$ cat config.mk
export PLATFORM = sky130hd
export DESIGN_NAME = dmem_if_flat
export DESIGN_NICKNAME = d
export VERILOG_FILES = /design/src/rtl/dmem_if_pkg.sv /design/src/rtl/dmem_if_if.sv /design/src/rtl/dmem_lane.sv /design/src/rtl/dmem_if.sv /design/src/flat_wrapper.sv
export SDC_FILE = /design/constraint.sdc
export NUM_CORES = 1
export LEC_CHECK = 0
export BUFFER_PORTS_ARGS = -buffer_cell sky130_fd_sc_hd__buf_2
export CAP_MARGIN = 15
export CORE_AREA = 3 3 143 145
export DETAILED_ROUTE_END_ITERATION = 16
export DIE_AREA = 0 0 146 148
export PLACE_DENSITY_LB_ADDON = 0.08
export SYNTH_ARGS = -nofsm -noshare
export SYNTH_HDL_FRONTEND = slang
export SYNTH_HIERARCHICAL = 1
export SYNTH_SLANG_ARGS = --single-unit
$ cat constraint.sdc
create_clock -name i_clk -period 4.7 [get_ports i_clk]
set_input_delay 0.235 -clock i_clk [delete_from_list [all_inputs] [get_ports i_clk]]
set_output_delay 0.235 -clock i_clk [all_outputs]
set_load 0.01 [all_outputs]
$ cat src/rtl/dmem_if_pkg.sv
// dmem_if_pkg: shared definitions for the data-memory bus interface.
// Holds the access-size encodings (also used by the MEM stage), the FSM state
// type and small helpers for size normalisation and alignment checking.
package dmem_if_pkg;

  // Access-size encodings; 2'b11 is treated as a word access.
  localparam logic [1:0] SizeByte = 2'b00;
  localparam logic [1:0] SizeHalf = 2'b01;
  localparam logic [1:0] SizeWord = 2'b10;

  typedef enum logic [1:0] {
    StIdle = 2'b00,
    StReq  = 2'b01,
    StDone = 2'b10
  } state_e;

  // Fold the reserved encoding onto WORD so the rest of the logic sees three sizes.
  function automatic logic [1:0] norm_size(input logic [1:0] size);
    return (size == 2'b11) ? SizeWord : size;
  endfunction

  function automatic logic is_misaligned(input logic [1:0] size, input logic [1:0] addr_lo);
    logic mis;
    case (norm_size(size))
      SizeByte: mis = 1'b0;
      SizeHalf: mis = addr_lo[0];
      default:  mis = (addr_lo != 2'b00);
    endcase
    return mis;
  endfunction

endpackage

$ cat src/rtl/dmem_if_if.sv
// dmem_if_if: bundle of the MEM-stage request/response signals and the
// req/ack data bus.
//   master : view of dmem_if (takes MEM-stage requests, masters the bus)
//   slave  : view of the environment (MEM stage plus the memory/bus slave)
// MEM side : mreq, write, access_size, addr, wr_data -> rd_data, stall, misalign, bus_err
// Bus side : bus_req, bus_we, bus_addr, bus_be, bus_wdata -> bus_ack, bus_rdata
interface dmem_if_if;
  logic        mreq;
  logic        write;
  logic [1:0]  access_size;
  logic [31:0] addr;
  logic [31:0] wr_data;
  logic [31:0] rd_data;
  logic        stall;
  logic        misalign;
  logic        bus_err;

  logic        bus_req;
  logic        bus_we;
  logic [31:0] bus_addr;
  logic [3:0]  bus_be;
  logic [31:0] bus_wdata;
  logic        bus_ack;
  logic [31:0] bus_rdata;

  modport master (
    input  mreq, write, access_size, addr, wr_data, bus_ack, bus_rdata,
    output rd_data, stall, misalign, bus_err,
    output bus_req, bus_we, bus_addr, bus_be, bus_wdata
  );

  modport slave (
    output mreq, write, access_size, addr, wr_data, bus_ack, bus_rdata,
    input  rd_data, stall, misalign, bus_err,
    input  bus_req, bus_we, bus_addr, bus_be, bus_wdata
  );
endinterface

$ cat src/rtl/dmem_lane.sv
// dmem_lane: combinational byte-lane formatter.
//   i_size, i_addr_lo : access size and byte offset within the word
//   i_wr_data         : LSB-aligned store data
//   i_bus_rdata       : raw bus read word
//   o_be              : byte-lane enables
//   o_wdata           : store data replicated across lanes
//   o_rd_data         : read data shifted down to bit 0 and masked by size
module dmem_lane
  import dmem_if_pkg::*;
(
  input  logic [1:0]  i_size,
  input  logic [1:0]  i_addr_lo,
  input  logic [31:0] i_wr_data,
  input  logic [31:0] i_bus_rdata,
  output logic [3:0]  o_be,
  output logic [31:0] o_wdata,
  output logic [31:0] o_rd_data
);

  logic [31:0] w_shifted;

  assign w_shifted = i_bus_rdata >> {i_addr_lo, 3'b000};

  always_comb begin
    o_be      = 4'b1111;
    o_wdata   = i_wr_data;
    o_rd_data = w_shifted;
    case (i_size)
      SizeByte: begin
        o_be      = 4'b0001 << i_addr_lo;
        o_wdata   = {4{i_wr_data[7:0]}};
        o_rd_data = {24'h0, w_shifted[7:0]};
      end
      SizeHalf: begin
        o_be      = 4'b0011 << i_addr_lo;
        o_wdata   = {2{i_wr_data[15:0]}};
        o_rd_data = {16'h0, w_shifted[15:0]};
      end
      default: ;
    endcase
  end

endmodule

$ cat src/rtl/dmem_if.sv
// dmem_if: converts a single-cycle MEM-stage memory request into a word-aligned,
// byte-enabled req/ack bus transaction, stalling the pipeline until it completes.
//   i_clk   : clock
//   i_rst_n : asynchronous active-low reset
//   io_bus  : MEM-stage request/response and data-bus signals (master view)
// Misaligned requests are never issued; requests that see no ack within
// TIMEOUT_CYCLES REQ cycles are aborted and flagged with bus_err.
module dmem_if
  import dmem_if_pkg::*;
#(
  parameter int unsigned TIMEOUT_CYCLES = 255
) (
  input  logic        i_clk,
  input  logic        i_rst_n,
  dmem_if_if.master   io_bus
);

  localparam int unsigned CntW = $clog2(TIMEOUT_CYCLES + 1);

  state_e            r_state;
  logic [CntW-1:0]   r_cnt;
  logic              r_we;
  logic [1:0]        r_size;
  logic [1:0]        r_addr_lo;
  logic              r_bus_req;
  logic [31:0]       r_bus_addr;
  logic [3:0]        r_bus_be;
  logic [31:0]       r_bus_wdata;
  logic [31:0]       r_rd_data;
  logic              r_misalign;
  logic              r_bus_err;

  logic [1:0]        w_size;
  logic [1:0]        w_addr_lo;
  logic [3:0]        w_be;
  logic [31:0]       w_wdata;
  logic [31:0]       w_rdata;
  logic              w_misaligned;
  logic              w_cnt_last;

  // In IDLE the formatter sees the live request so be/wdata can be captured;
  // afterwards it sees the captured size/offset for read-data alignment.
  assign w_size    = (r_state == StIdle) ? norm_size(io_bus.access_size) : r_size;
  assign w_addr_lo = (r_state == StIdle) ? io_bus.addr[1:0] : r_addr_lo;

  assign w_misaligned = is_misaligned(io_bus.access_size, io_bus.addr[1:0]);
  // Counter holds the number of REQ cycles already completed.
  assign w_cnt_last   = (r_cnt == CntW'(TIMEOUT_CYCLES - 1));

  dmem_lane u_lane (
    .i_size      (w_size),
    .i_addr_lo   (w_addr_lo),
    .i_wr_data   (io_bus.wr_data),
    .i_bus_rdata (io_bus.bus_rdata),
    .o_be        (w_be),
    .o_wdata     (w_wdata),
    .o_rd_data   (w_rdata)
  );

  always_ff @(posedge i_clk or negedge i_rst_n) begin
    if (!i_rst_n) begin
      r_state     <= StIdle;
      r_cnt       <= '0;
      r_we        <= 1'b0;
      r_size      <= SizeByte;
      r_addr_lo   <= 2'b00;
      r_bus_req   <= 1'b0;
      r_bus_addr  <= '0;
      r_bus_be    <= '0;
      r_bus_wdata <= '0;
      r_rd_data   <= '0;
      r_misalign  <= 1'b0;
      r_bus_err   <= 1'b0;
    end else begin
      case (r_state)
        StIdle: begin
          r_misalign <= 1'b0;
          r_bus_err  <= 1'b0;
          if (io_bus.mreq) begin
            if (w_misaligned) begin
              r_misalign <= 1'b1;
              r_rd_data  <= '0;
              r_state    <= StDone;
            end else begin
              r_we        <= io_bus.write;
              r_size      <= norm_size(io_bus.access_size);
              r_addr_lo   <= io_bus.addr[1:0];
              r_bus_addr  <= {io_bus.addr[31:2], 2'b00};
              r_bus_be    <= w_be;
              r_bus_wdata <= w_wdata;
              r_cnt       <= '0;
              r_bus_req   <= 1'b1;
              r_state     <= StReq;
            end
          end
        end
        StReq: begin
          // An ack on the final allowed cycle takes priority over the timeout.
          if (io_bus.bus_ack) begin
            r_bus_req <= 1'b0;
            r_rd_data <= r_we ? 32'h0 : w_rdata;
            r_state   <= StDone;
          end else if (w_cnt_last) begin
            r_bus_req <= 1'b0;
            r_rd_data <= '0;
            r_bus_err <= 1'b1;
            r_state   <= StDone;
          end else begin
            r_cnt <= r_cnt + CntW'(1);
          end
        end
        StDone: begin
          r_misalign <= 1'b0;
          r_bus_err  <= 1'b0;
          r_state    <= StIdle;
        end
        default: r_state <= StIdle;
      endcase
    end
  end

  assign io_bus.stall     = ((r_state == StIdle) && io_bus.mreq) || (r_state == StReq);
  assign io_bus.rd_data   = r_rd_data;
  assign io_bus.misalign  = r_misalign;
  assign io_bus.bus_err   = r_bus_err;
  assign io_bus.bus_req   = r_bus_req;
  assign io_bus.bus_we    = r_we;
  assign io_bus.bus_addr  = r_bus_addr;
  assign io_bus.bus_be    = r_bus_be;
  assign io_bus.bus_wdata = r_bus_wdata;

endmodule
$ cat src/flat_wrapper.sv
// flat-port wrapper written by rule: the top's interface ports become plain ports
module dmem_if_flat import dmem_if_pkg::*;
#(
  parameter int unsigned TIMEOUT_CYCLES = 255
)
  (i_clk, i_rst_n, io_bus_mreq, io_bus_write, io_bus_access_size, io_bus_addr, io_bus_wr_data, io_bus_bus_ack, io_bus_bus_rdata, io_bus_rd_data, io_bus_stall, io_bus_misalign, io_bus_bus_err, io_bus_bus_req, io_bus_bus_we, io_bus_bus_addr, io_bus_bus_be, io_bus_bus_wdata);
  dmem_if_if io_bus_i ();
  input  logic i_clk;
  input  logic i_rst_n;
  input wire logic [$bits(io_bus_i.mreq)-1:0] io_bus_mreq;
  input wire logic [$bits(io_bus_i.write)-1:0] io_bus_write;
  input wire logic [$bits(io_bus_i.access_size)-1:0] io_bus_access_size;
  input wire logic [$bits(io_bus_i.addr)-1:0] io_bus_addr;
  input wire logic [$bits(io_bus_i.wr_data)-1:0] io_bus_wr_data;
  input wire logic [$bits(io_bus_i.bus_ack)-1:0] io_bus_bus_ack;
  input wire logic [$bits(io_bus_i.bus_rdata)-1:0] io_bus_bus_rdata;
  output wire logic [$bits(io_bus_i.rd_data)-1:0] io_bus_rd_data;
  output wire logic [$bits(io_bus_i.stall)-1:0] io_bus_stall;
  output wire logic [$bits(io_bus_i.misalign)-1:0] io_bus_misalign;
  output wire logic [$bits(io_bus_i.bus_err)-1:0] io_bus_bus_err;
  output wire logic [$bits(io_bus_i.bus_req)-1:0] io_bus_bus_req;
  output wire logic [$bits(io_bus_i.bus_we)-1:0] io_bus_bus_we;
  output wire logic [$bits(io_bus_i.bus_addr)-1:0] io_bus_bus_addr;
  output wire logic [$bits(io_bus_i.bus_be)-1:0] io_bus_bus_be;
  output wire logic [$bits(io_bus_i.bus_wdata)-1:0] io_bus_bus_wdata;
  assign io_bus_i.mreq = io_bus_mreq;
  assign io_bus_i.write = io_bus_write;
  assign io_bus_i.access_size = io_bus_access_size;
  assign io_bus_i.addr = io_bus_addr;
  assign io_bus_i.wr_data = io_bus_wr_data;
  assign io_bus_i.bus_ack = io_bus_bus_ack;
  assign io_bus_i.bus_rdata = io_bus_bus_rdata;
  assign io_bus_rd_data = io_bus_i.rd_data;
  assign io_bus_stall = io_bus_i.stall;
  assign io_bus_misalign = io_bus_i.misalign;
  assign io_bus_bus_err = io_bus_i.bus_err;
  assign io_bus_bus_req = io_bus_i.bus_req;
  assign io_bus_bus_we = io_bus_i.bus_we;
  assign io_bus_bus_addr = io_bus_i.bus_addr;
  assign io_bus_bus_be = io_bus_i.bus_be;
  assign io_bus_bus_wdata = io_bus_i.bus_wdata;
  dmem_if #(.TIMEOUT_CYCLES(TIMEOUT_CYCLES)) u_core (.i_clk(i_clk), .i_rst_n(i_rst_n), .io_bus(io_bus_i));
endmodule
# Word level (Yosys, flattened, before mapping)
# Index checks and enable logic that the tools add are counted.
# classes
reduce_logical,16
n_eq_ne,13
bitwise_logic,1
n_shift,3
mux,34
add_sub_neg,1
# ops
operator,count
$pmux 32 s2,3
$mux 32,5
$mux 8,4
$shr 32x5->32,1
$pmux 8 s2,1
$mux 2,7
$add 8x1->8 const B,1
$eq 8x8->1 const B,1
$mux 1,8
$ne 2x2->1 const B,4
$pmux 1 s2,4
$pmux 4 s2,1
$reduce_and 4->1,2
$reduce_bool 2->1,4
$eq 2x1->1 const B,3
$logic_not 2->1,3
$reduce_and 3->1,2
$reduce_and 5->1,1
$eq 2x2->1 const B,2
$ne 2x1->1 const B,2
$pmux 2 s2,1
$shl 1x2->4 const A,1
$shl 2x2->4 const A,1
$ne 3x2->1 const B,1
other kinds (5),5
# totals
in_bits,103
output_inout_bits,105
register_bits,116

# Logic depth before layout (Yosys ltp)
# depth
depth_word,8
ltp_mapped,9
mapped_depth_nobuf,6

# Modules after synthesis
# Netlist, hierarchy kept.
# modules_own_cells
module,seq_area_each_um2,cells_each,area_per_inst_um2,n_inst
dmem_if,2902.8,305,4536.9,1
dmem_lane,0.0,155,1198.6,1

# Least setup slack after synthesis
# Ideal clock, no wire load.
# synth_path
kind,register -> register
start,register u_core.r_state[0]
end,register u_core.r_bus_wdata[10] (netlist: u_core/io_bus.bus_wdata[10])
t_arrival_ps,1979
setup_slack_ps,2596
stages_incl_launch_ff,8
setup_time_ps,125
n_path_buf,2
path_cell_list,dfrtp_1 > buf_4 > nor2_2 > mux2_2 > nor2_4 > buf_6 > mux2_1 > mux2_2
# synth_between
elab_chain_cells,4
word_cells_on_any_way,6
classes_between,eq/ne (1); mux (2); reduce/logical (3)
# synth_lines
element,line,source
"start, declared",dmem_if.sv:20,state_e r_state;
"start signal, assigned",dmem_if.sv:62,r_state <= StIdle;
"start signal, assigned",dmem_if.sv:83,r_state <= StDone;
"start signal, assigned",dmem_if.sv:93,r_state <= StReq;
$logic_not 2->1 *,dmem_if.sv:43,assign w_size = (r_state == StIdle) ? norm_size(io_bus.access_size) : r_size;
$mux 2 *,dmem_if.sv:43,
via u_core.w_size[1],dmem_if.sv:33,logic [1:0] w_size;
$eq 2x1->1 or $logic_not 2->1 (tied branches),dmem_lane.sv:28,case (i_size)
$pmux 32 s2 *,dmem_lane.sv:28,
via u_core.w_wdata[10],dmem_if.sv:36,logic [31:0] w_wdata;
"end signal, assigned",dmem_if.sv:90,r_bus_wdata <= w_wdata;
"end, declared",dmem_if.sv:28,logic [31:0] r_bus_wdata;
# The timed path passes the listed nets; every way through them passes the cells marked *.
# A chain may end at the register's enable or synchronous reset.

# Worst setup path in the final report
# layout_path
start,register u_core.r_state[0]
end,register u_core.r_bus_wdata[11] (netlist: u_core/io_bus.bus_wdata[11])
# Same word-level chain as after synthesis.

==> summary.md <==
| Metric | Value |
|---|---|
| Status | finished, final reports clean |
| Mux cell area share after synthesis | 0.203 |
| Buffers & Inverters on Critical Path | 0 |
| Initial antenna violation count | 0 |
| Final WS setup | 1.89 ns |
| Ys Warns | 6 |
| Cell variety after synth | 50 |
| WL/cell | between 15 and 20 µm |
| Post-Synth XOR/XNOR Area | 0 |
| Worst Max-Slew Pin Slew | 0.970 ns |
| Total Wirelength | 16.2 mm |
| Placed Area | 6840 µm² |
| Total Nets Final | 754 |
| CP cell instances | nor2_2 -> mux2_2 -> nor2_4 -> mux2_2 -> mux2_2 |
| First-pass GRT wire length | 25.9 mm |
| Adder-Cell Fraction of Synth Area | 0.00436 |
| Area occupied by multi-input gates | 2520 µm² |
| TritonRoute pass-1 iters | 4 |
| Io pins | 208 |
| Final Power | 4.31 mW |
| Total CTS buffers | 17 |
| Final worst path period share | 0.599 |
| Clock tree buffer depth | 2 |
| Avg Inst Size Synth | 12.5 µm² |
| Area grow syn2layout | 29.2% |
| Main combinational cell family by area after synthesis | multiplexers |
| Max Cap Viol | 0 |
| Setup TNS | 0 ns |
| Die H | approximately 150 µm |
| Via density | approximately 4.7 |
| Final Hold Slack | roughly 0.053 ns |
| Vias in the first global route | between 4000 and 5000 |
| Layout cell share with drive strength beyond 1 | 0.529 |
| Placed cell count | about 890 |
| Synthesis-stage register bit count | 116 |
| Top cell type's share of synthesized area | 0.506 |
| Worst Clk Skew | 0.00629 ns |
| Die Area | approximately 22000 µm² |
| Asr flop ratio synth | 1.00 |
| Simple-gate share of the synthesized area | 0.0851 |
| CP Max Fanout | 30 |
| Setup crit start kind | register |
| Crit path DAT | 3.11 ns |
| CTS H-tree lvls | 4 |
| FP Rows | 51 |
| Reg2reg setup slack | approximately 1.9 ns |
| Peak supply drop | between 200 and 300 µV |
| CTS tree | yes |
| Commonest non-fill, non-tap cell in the layout | buf_2 |
| Pre-CTS setup slack | 1.83 ns |
| Diodes inserted | 0 |
| RSZ-0062 raised after global routing | no |
| CP dominant cell by count | mux2_2 |
| Hold Fails Final Rpt | 0 |
| Non-Filler Instances | ~930 |
| Cells after synthesis | 460 |
| Clock-pin slew on the worst setup and hold paths | 0.05 ns |
| Register area | a little under 3000 µm² |
| Worst path required time | 4.99 ns |
| Antenna Nets Post-Route | 0 |
| Clock Sinks | 116 |
| PortBufs | between 200 and 250 |
| Crit-path max cell delay | approximately 0.62 ns |
| Synth top area cells | dfrtp_1, mux2_2, a22o_1 |
| Initial core utilization | 0.297 |
| Dominant synthesized flop cell | dfrtp_1 |
| Peak Freq | around 360 MHz |
| DRT iter0 DRCs | 136 |
| Setup bufs post-CTS | 0 |
| Delay-heaviest family, CP | multiplexers |
| Fin area | 7410 µm² |
| Post-synth top area cell | dfrtp_1 |
| Clock Tree Root | clkbuf_16 |
| EDFF count, synth | 0 |
| Clk_lat worst skew | 0.41 ns |
| Worst relative slew slack | 0.350 |
| Total GRT Usage | 0.152 |
| Most frequent cells in the layout | buf_2, dfrtp_1, mux2_2 |
| Hold crit path type | in -> reg |
| Drt drc | 0 |
| DR vias | 4352 |
| CP Class | reg -> reg |
| Fin crit period | roughly 2.8 ns |
| Setup Viol. Count Final | 0 |
| Largest net degree at the start of global routing | 63 |
| Synth Cell Area | 5740 µm² |
| Synth Area in Compound Gates | 0.144 |
| Pwr Density | approximately 580 nW/µm² |
| # fillers | just under 2000 |
| Die width | ~150 µm |
| Routability congestion estimate | between 0.7 and 0.8 |
| Seq/Total Area, Yosys | 0.506 |
| HPWL after DPL | 11.2 mm |
| Critical path endpoint category | register |
| CP max stage cell | mux2_2 |
| Leakage Power | ~3.6 nW |
| GRT overflow | 0 |
| Slew Limit Fails | 0 |
| Final core occ | 0.383 |
| Core Footprint | ~19000 µm² |
-- area by class of cell --
cell class | count | share of cell area
multi-input cells | 299 | 0.341
inverters | 5 | 0.00253
flip-flops and latches | 116 | 0.392
repair buffers | 210 | 0.144
clock inverters | 9 | 0.0105
clock buffers | 23 | 0.0658
well taps | 265 | 0.0447
-- Yosys cell counts, types with 4 or more instances --
| library cell | n |
|---|---|
| a211oi_1 | 8 |
| a211oi_2 | 16 |
| a21oi_1 | 13 |
| a22o_1 | 32 |
| and2_1 | 8 |
| and2b_1 | 6 |
| buf_2 | 10 |
| buf_4 | 14 |
| buf_6 | 8 |
| clkbuf_1 | 4 |
| dfrtp_1 | 116 |
| inv_1 | 4 |
| mux2_2 | 87 |
| mux2i_1 | 16 |
| nand2_1 | 24 |
| nand2b_1 | 4 |
| nand3_1 | 9 |
| nor2_1 | 12 |
| nor2b_1 | 10 |
| o21ai_0 | 16 |
-- power by group --
| part | internal (mW) | switching, mW |
|---|---|---|
| Sequential | 1.35 | 0.201 |
| Clock | 0.777 | 0.455 |
| Combinational | 0.713 | 0.812 |
-- layer usage --
layer | global-route usage | share of wire | wire length (µm)
met1 | 0.197 | 0.43 | 6940
met2 | 0.228 | 0.45 | 7330
met3 | 0.0690 | 0.10 | 1650
met4 | 0.0484 | 0.014 | 229
met5 | 0 | 0 | 0
-- cell families (layout without fill, tap and decap cells) --
group / after synthesis / count (layout)
flops: 116 / 116
buf+inv: 46 / 247
fa+ha+maj: 2 / 2
mux: 105 / 105
other cells: 1 / 2
simple gates: 90 / 90
compound gates: 100 / 100
-- what timing repair did --
action,4_1_cts,5_1_grt
endpoints found under the hold margin,54,0
resized for setup,0,0
hold buffers,1,0
-- sequential cells by signal, indices dropped and copies added (netlist names) --
register	cells
u_core/r_addr_lo	2
u_core/io_bus.rd_data	32
u_core/io_bus.bus_req	1
u_core/io_bus.bus_we	1
u_core/r_size	2
u_core/r_state	2
u_core/io_bus.bus_addr	30
u_core/io_bus.bus_err	1
u_core/io_bus.bus_wdata	32
u_core/r_cnt	8
u_core/io_bus.bus_be	4
u_core/io_bus.misalign	1
-- path summary, 6_finish.rpt --
path	startpoint	endpoint	cells after the start
setup / recovery	u_core/r_state[0]	u_core/io_bus.bus_wdata[11]	5
hold / removal	io_bus_addr[11]	u_core/io_bus.bus_addr[11]	2
setup reg to reg	u_core/r_state[0]	u_core/io_bus.bus_wdata[11]	5
hold reg to reg	u_core/r_size[0]	u_core/r_size[0]	2
max in group asynchronous	i_rst_n	u_core/io_bus.bus_wdata[7]	3
min in group asynchronous	i_rst_n	u_core/io_bus.rd_data[20]	2
(Power assumes the default switching activity.)
